<file path="src/rtl/dac_pulse_seq.sv">
// Staircase pulse-train sequencer feeding a serial DAC writer over a toggle request/ack handshake.
// Build option DAC_SEQ_SAT_EN: amplitude clamps at 0/255 instead of wrapping modulo 256.
module dac_pulse_seq #(
   parameter int HOLD_W = 16,
   parameter int CNT_W  = 8
) (
   input  logic              clk,
   input  logic              rst,
   input  logic              go,
   input  logic              abort,
   input  logic [7:0]        v_start,
   input  logic [7:0]        v_step,
   input  logic              dir,
   input  logic [CNT_W-1:0]  n_pulses,
   input  logic [HOLD_W-1:0] hold_cycles,
   input  logic              dac_finish,
   output logic              dac_start,
   output logic [7:0]        pulse_h,
   output logic [CNT_W-1:0]  pulse_idx,
   output logic              busy,
   output logic              done,
   output logic              aborted
);

   typedef enum logic [2:0] {
      S_IDLE,
      S_REQ,
      S_WAIT,
      S_HOLD,
      S_DONE
   } state_t;

   state_t            r_state;
   state_t            w_state_next;

   logic              r_dac_start;
   logic [7:0]        r_pulse_h;
   logic [CNT_W-1:0]  r_pulse_idx;
   logic              r_busy;
   logic              r_done;
   logic              r_aborted;
   logic              r_abort_pend;
   logic [7:0]        r_v_step;
   logic              r_dir;
   logic [CNT_W-1:0]  r_n_pulses;
   logic [HOLD_W-1:0] r_hold_cycles;
   logic [HOLD_W-1:0] r_hold_cnt;

   logic              w_dac_start_next;
   logic [7:0]        w_pulse_h_next;
   logic [CNT_W-1:0]  w_pulse_idx_next;
   logic              w_busy_next;
   logic              w_done_next;
   logic              w_aborted_next;
   logic              w_abort_pend_next;
   logic [7:0]        w_v_step_next;
   logic              w_dir_next;
   logic [CNT_W-1:0]  w_n_pulses_next;
   logic [HOLD_W-1:0] w_hold_cycles_next;
   logic [HOLD_W-1:0] w_hold_cnt_next;

   logic              w_ack;
   logic              w_last;
   logic              w_abort_any;
   logic [8:0]        w_sum;
   logic [7:0]        w_amp_next;

   assign w_ack       = (dac_finish == r_dac_start);
   assign w_last      = (r_pulse_idx == (r_n_pulses - CNT_W'(1)));
   assign w_abort_any = r_abort_pend | abort;

   // Bit 8 of the 9-bit result flags carry (up) or borrow (down).
   assign w_sum = r_dir ? ({1'b0, r_pulse_h} - {1'b0, r_v_step})
                        : ({1'b0, r_pulse_h} + {1'b0, r_v_step});

`ifdef DAC_SEQ_SAT_EN
   assign w_amp_next = w_sum[8] ? (r_dir ? 8'h00 : 8'hFF) : w_sum[7:0];
`else
   assign w_amp_next = w_sum[7:0];
`endif

   always_comb begin
      w_state_next       = r_state;
      w_dac_start_next   = r_dac_start;
      w_pulse_h_next     = r_pulse_h;
      w_pulse_idx_next   = r_pulse_idx;
      w_busy_next        = r_busy;
      w_done_next        = 1'b0;
      w_aborted_next     = r_aborted;
      w_abort_pend_next  = r_abort_pend;
      w_v_step_next      = r_v_step;
      w_dir_next         = r_dir;
      w_n_pulses_next    = r_n_pulses;
      w_hold_cycles_next = r_hold_cycles;
      w_hold_cnt_next    = r_hold_cnt;

      case (r_state)
         S_IDLE: begin
            if (go) begin
               w_v_step_next      = v_step;
               w_dir_next         = dir;
               w_n_pulses_next    = n_pulses;
               w_hold_cycles_next = hold_cycles;
               w_aborted_next     = 1'b0;
               w_abort_pend_next  = 1'b0;
               w_pulse_idx_next   = '0;
               if (n_pulses == '0) begin
                  w_done_next  = 1'b1;
                  w_state_next = S_DONE;
               end else begin
                  w_pulse_h_next = v_start;
                  w_busy_next    = 1'b1;
                  w_state_next   = S_REQ;
               end
            end
         end

         S_REQ: begin
            w_dac_start_next = ~r_dac_start;
            if (abort) begin
               w_abort_pend_next = 1'b1;
            end
            w_state_next = S_WAIT;
         end

         // The frame in flight always completes; abort only takes effect on its ack.
         S_WAIT: begin
            if (abort) begin
               w_abort_pend_next = 1'b1;
            end
            if (w_ack) begin
               if (w_last || w_abort_any) begin
                  w_done_next    = 1'b1;
                  w_busy_next    = 1'b0;
                  w_aborted_next = w_abort_any & ~w_last;
                  w_state_next   = S_DONE;
               end else begin
                  w_hold_cnt_next = r_hold_cycles;
                  w_state_next    = S_HOLD;
               end
            end
         end

         S_HOLD: begin
            if (w_abort_any) begin
               w_done_next    = 1'b1;
               w_busy_next    = 1'b0;
               w_aborted_next = 1'b1;
               w_state_next   = S_DONE;
            end else if (r_hold_cnt != '0) begin
               w_hold_cnt_next = r_hold_cnt - HOLD_W'(1);
            end else begin
               w_pulse_h_next   = w_amp_next;
               w_pulse_idx_next = r_pulse_idx + CNT_W'(1);
               w_state_next     = S_REQ;
            end
         end

         S_DONE: begin
            w_abort_pend_next = 1'b0;
            w_state_next      = S_IDLE;
         end

         default: begin
            w_state_next = S_IDLE;
         end
      endcase
   end

   always_ff @(posedge clk) begin
      if (rst) begin
         r_state       <= S_IDLE;
         r_dac_start   <= 1'b0;
         r_pulse_h     <= '0;
         r_pulse_idx   <= '0;
         r_busy        <= 1'b0;
         r_done        <= 1'b0;
         r_aborted     <= 1'b0;
         r_abort_pend  <= 1'b0;
         r_v_step      <= '0;
         r_dir         <= 1'b0;
         r_n_pulses    <= '0;
         r_hold_cycles <= '0;
         r_hold_cnt    <= '0;
      end else begin
         r_state       <= w_state_next;
         r_dac_start   <= w_dac_start_next;
         r_pulse_h     <= w_pulse_h_next;
         r_pulse_idx   <= w_pulse_idx_next;
         r_busy        <= w_busy_next;
         r_done        <= w_done_next;
         r_aborted     <= w_aborted_next;
         r_abort_pend  <= w_abort_pend_next;
         r_v_step      <= w_v_step_next;
         r_dir         <= w_dir_next;
         r_n_pulses    <= w_n_pulses_next;
         r_hold_cycles <= w_hold_cycles_next;
         r_hold_cnt    <= w_hold_cnt_next;
      end
   end

   assign dac_start = r_dac_start;
   assign pulse_h   = r_pulse_h;
   assign pulse_idx = r_pulse_idx;
   assign busy      = r_busy;
   assign done      = r_done;
   assign aborted   = r_aborted;

endmodule
</file>
<file path="config.mk">
export PLATFORM = sky130hd
export DESIGN_NAME = dac_pulse_seq
export DESIGN_NICKNAME = d
export VERILOG_FILES = /design/src/rtl/dac_pulse_seq.sv
export SDC_FILE = /design/constraint.sdc
export NUM_CORES = 1
export LEC_CHECK = 0
export CAP_MARGIN = 10
export CORE_ASPECT_RATIO = 1.1
export CORE_MARGIN = 1.5
export CORE_UTILIZATION = 56
export DETAILED_ROUTE_END_ITERATION = 10
export PLACE_DENSITY = 0.84
export SYNTH_ARGS = -nofsm -noshare
export SYNTH_HDL_FRONTEND = slang
export SYNTH_SLANG_ARGS = --single-unit
</file>
<file path="constraint.sdc">
create_clock -name clk -period 5.4 [get_ports clk]
set_clock_uncertainty 0.1 [all_clocks]
set_input_delay 0.81 -clock clk [delete_from_list [all_inputs] [get_ports clk]]
set_output_delay 0.81 -clock clk [all_outputs]
set_load 0.02 [all_outputs]
</file>
### Word-level counts from Yosys, hierarchy flattened

Cells that the tools add are included.

* $add $sub $neg: 5
* equality and inequality tests: 17
* muxes and demuxes: 41
* bitwise operators: 4
* reduce and logical (&&, ||, !) cells: 17

Operator list (number)
* 16-bit 2-to-1 mux: 4
* 8-bit 2-to-1 mux: 8
* 16-bit one-hot mux with 2 select lines: 1
* 8-bit one-hot mux with 2 select lines: 2
* 3-bit 2-to-1 mux: 6
* 2-bit != test (second input constant): 9
* 16-bit nonzero test: 1
* 16-bit by 1-bit subtractor with 16-bit output (second input constant): 1
* 1-bit 2-to-1 mux: 15
* 5-bit AND reduction: 3
* 1-bit one-hot mux with 3 select lines: 4
* 3-bit one-hot mux with 4 select lines: 1
* 8-bit by 1-bit adder with 8-bit output (second input constant): 1
* 8-bit adder: 1
* 8-bit == test: 1
* 8-bit logical NOT: 1
* 8-bit by 1-bit subtractor with 8-bit output (second input constant): 1
* 8-bit subtractor: 1
* 3-bit by 2-bit == test with 1-bit output (second input constant): 2
* 3-bit AND reduction: 2
* 6-bit AND reduction: 1
* 3-bit nonzero test: 2
* 4-bit AND reduction: 1
* 2-bit nonzero test: 2
* other kinds (12): 13

* register bits: 73
* bits of input ports: 46
* output and inout bits: 20
* word-level logic and storage cells: 97

### Depth between registers and ports, before layout

* word-level depth: 7
* mapped depth: 11
* depth with buffers taken out: 11

### Worst setup path after synthesis

OpenSTA, ideal clock, no wires.

* kind: register to register
* start point: register r_hold_cnt[0]
* end point: register r_pulse_h[3] (netlist: pulse_h[3])
* setup time: 0.079 ns
* arrival time: 2.594 ns
* data required time: 5.221 ns
* path slack: 2.626 ns
* stages on the path, launching flop included: 11
* buffers on the path: 2
* period minus slack after synthesis: 2.774 ns
* path through: dfxtp_1 inv_1 ha_1 or3b_1 or4_4 a221oi_4 and2_0 buf_4 buf_12 nor2_1 a211oi_2

* word-level cells in the longest chain between the ends: 3

Ends and longest elaborated chain
* from (decl): RTL line 47 `logic [HOLD_W-1:0] r_hold_cnt;`
* from (signal assigned): RTL line 198 `r_hold_cnt <= w_hold_cnt_next;`
* 16-bit nonzero test: RTL line 150 `end else if (r_hold_cnt != '0) begin`
* 2-bit != test (no line)
* 5-bit AND reduction (no line)
* to (signal assigned): RTL line 188 `r_pulse_h <= w_pulse_h_next;`
* to (decl): RTL line 37 `logic [7:0] r_pulse_h;`

No other way between the ends.
A chain may end at the register's enable or synchronous reset.

### Final worst setup path

* start point: register r_hold_cnt[0]
* end point: register r_pulse_h[5] (netlist: pulse_h[5])

The elaborated chain is that of the path after synthesis.

==> impl_metrics.toml <==
[route]
vias = 4084
firstDrtPassIters = 8
drt-wirelength-per-cell_microns = 15.3
ant_nets = 0
drt_wl_total_microns = 10400
vias_per_cell = 6.02
first_iter_violations = 297
drc = 3

[synthesis]
ys.flop_type = "dfxtp_1"
synth_top_area_share_pct = 35.4
yosysTopAreaCell = "dfxtp_1"
synth_area_per_cell_sq_um = 7.67
synth.distinct_cells = 56
synth_edf_count = 0
seq_area_frac_synth_pct = 35.4
yosysWarnings = 0
async_flop_share_pct = 0
postSynthCellCount = 538
synthSimpleGateAreaFrac_pct = 26.2
synth-compound-area-share_pct = 22.5
ys_seq_elements = 73
synth_top_family_by_area = "simple AND/OR/NAND/NOR gates"
synth_mux_area_share_pct = 0.971
synth_fa_ha_area_share_pct = 3.82
syn_area_sq_um = 4130
synthTopCellsByArea = "dfxtp_1 (35%), nand2_1 (8.3%), a21oi_1 (7.4%)"
synth_xor_xnor_area_share_pct = 6.16
syn-num-nets = 596

[finish]
regArea_sq_um = 1460
diodes = 0
fill_cells = 585
num-nets-final = 646
fin_cells = 678
layout-drive-gt1-share_pct = 5.40
area_growth_pct = 22.4
final_common_cell = "nand2_1"
multi_input_area_sq_um = 2460
layout_common_cells = "nand2_1 (91), dfxtp_1 (73), clkdlybuf4s50_1 (64)"

[clock_network]
numCtsBuffers = 9
cts_setup_buffers = 0
cts_tree = "yes"
path_clk_slew_ns = 0.08
post_cts_resized = 0
root_buffer = "clkbuf_8"
cts.sinks = 73
worstSkewPairLatency_ns = 0.35
ctsHoldBuffers = 0
clockBufferDepth = 2
htreeDepth = 3

[floorplanning]
rows = 32
die_w_microns = 84.8
dieArea_sq_um = 7890
start_util_pct = 58.2
io_pins = 66
dieHeight_microns = 93.0
core_sq_um = 7090

[setup_path]
critical_path.cell_chain = "inv_1 -> ha_1 -> or3b_1 -> or4_4 -> a221oi_4 -> and2_0 -> o311a_1 -> nor3_1"
r2r_slack_ns = 1.89
critical_path.max_fanout = 15
crit_path_max_incr_delay_ns = 0.79
crit_type = "register to register"
cpLargestDelayFamily = "simple AND/OR/NAND/NOR gates"
cp.arrival_ns = 3.61
r2r_start = "r_hold_cnt[0]"
crit_path_end_kind = "register"
crit_path_start = "r_hold_cnt[0]"
cp-start-kind = "register"
path_buf_inv = 1
cp_slowest_cell = "and2_0"
worstPathRequired_ns = 5.50

[grt]
first_global_vias = 3838
grt_pass1_wl_microns = 17400
overflow = 0
grt_max_degree = 80
grt_util_all_layers_pct = 27.1
antenna_found_initial = 0

[power_and_ir_drop]
powerDensity_nw_per_um2 = 487
p_leak_nw = 1.83
peakVddDrop_mv = 0.354

[sta]
worst_pin_slew_ns = 1.19
final_max_slew_viol_count = 0
fmax_mhz = 285
relSlewSlack_pct = 20.4
fin_crit_sh_pct = 64.9
hold_viol = 0
min_period_ns = 3.51
rsz0062_at_grt = "false"
finalSetupTns_ns = 0
whs_ns = 0.360
report.final.setup_viol = 0

[run_status]
violations = "design-rule violations"
status = "complete, but fails checks"

[placed_design]
gp_congestion = 0.865
dpl.hpwl_microns = 7000
place_inst = 660
portBuffers = 65

[flow_run]
maxCapViolCount = 0

[min_path]
worstHoldPathType = "register to register"
worst_hold_startpoint = "r_hold_cycles[1]"
==> area by class of cell <==
cell class                      instances  share of cell area [%]
Multi-Input combinational cell        416                    48.7
Sequential cell                        73                    28.9
Timing Repair Buffer                   71                    14.2
Clock buffer                           11                    2.80
Tap cell                               85                    2.11
Clock inverter                          5                    2.03
Inverter                               17                    1.26
==> cell usage after synthesis, drive strengths merged (3+ instances only) <==
library cell / number
o211ai: 3
a21oi: 61
clkbuf: 28
and3: 3
nor2b: 14
xor2: 10
o31ai: 15
nor4: 10
a211oi: 8
nand2b: 6
a311oi: 4
xnor2: 19
o21a: 4
nand4: 9
nand3b: 4
inv: 17
nand2: 91
or4: 4
nor2: 41
ha: 11
or3: 6
a31oi: 4
nor3b: 7
nor3: 18
dfxtp: 73
mux2i: 4
o21ai: 33
buf: 4
==> worst min-delay path: stages (launching register included) <==
cell and delay (ns):
dfxtp_1 0.31, nand2_1 0.05, a21oi_1 0.05
==> state kept, by name, indices dropped and copies added, names as in the netlist <==
name           flops
r_n_pulses         8
pulse_h            8
r_dir              1
aborted            1
busy               1
r_hold_cycles     16
r_abort_pend       1
done               1
r_state            3
pulse_idx          8
r_hold_cnt        16
dac_start          1
r_v_step           8
==> logic make-up after synthesis <==
kind of cell    after synthesis
mux                           4
compound gates              148
flops                        73
buf+inv                      49
fa+ha+maj                    12
simple gates                223
xor+xnor                     29
==> power by group <==
part / internal (mW) / switching (mW) / leakage, nW
clock: 0.319 / 0.205 / 0.120
combinational: 0.522 / 0.650 / 1.11
sequential: 0.644 / 0.120 / 0.596
total: 1.49 / 0.975 / 1.83
==> metrics by stage <==
step	utilization, %	total power, mW	worst slack [ns]	instance area (sq um)
5_1_grt	71.2	2.63	1.70	5050
6_report	71.2	2.46	1.89	5050
3_3_place_gp	67.2	1.86	1.87	4770
4_1_cts	70.7	2.44	1.93	5010
2_1_floorplan	-	1.63	2.63	4130
3_5_place_dp	67.2	1.90	1.78	4770
==> worst paths after layout <==
check	cells after the start	end
min reg2reg	2	r_hold_cycles[1]
max	8	pulse_h[5]
max reg2reg	8	pulse_h[5]
min	2	r_hold_cycles[1]
==> layer usage <==
| layer | global-route usage [%] | wire length, microns | up-vias | part of all wire (%) |
|---|---|---|---|---|
| met3 | 5.03 | 558 | 34 | 5.4 |
| met5 | 0 | 0 | - | 0 |
| met1 | 32.8 | 4490 | 1888 | 43 |
| met4 | 12.7 | 344 | 0 | 3.3 |
| met2 | 46.4 | 5010 | 159 | 48 |
| li1 | - | - | 2003 | - |
No activity file was read; power rests on OpenSTA's default activity.
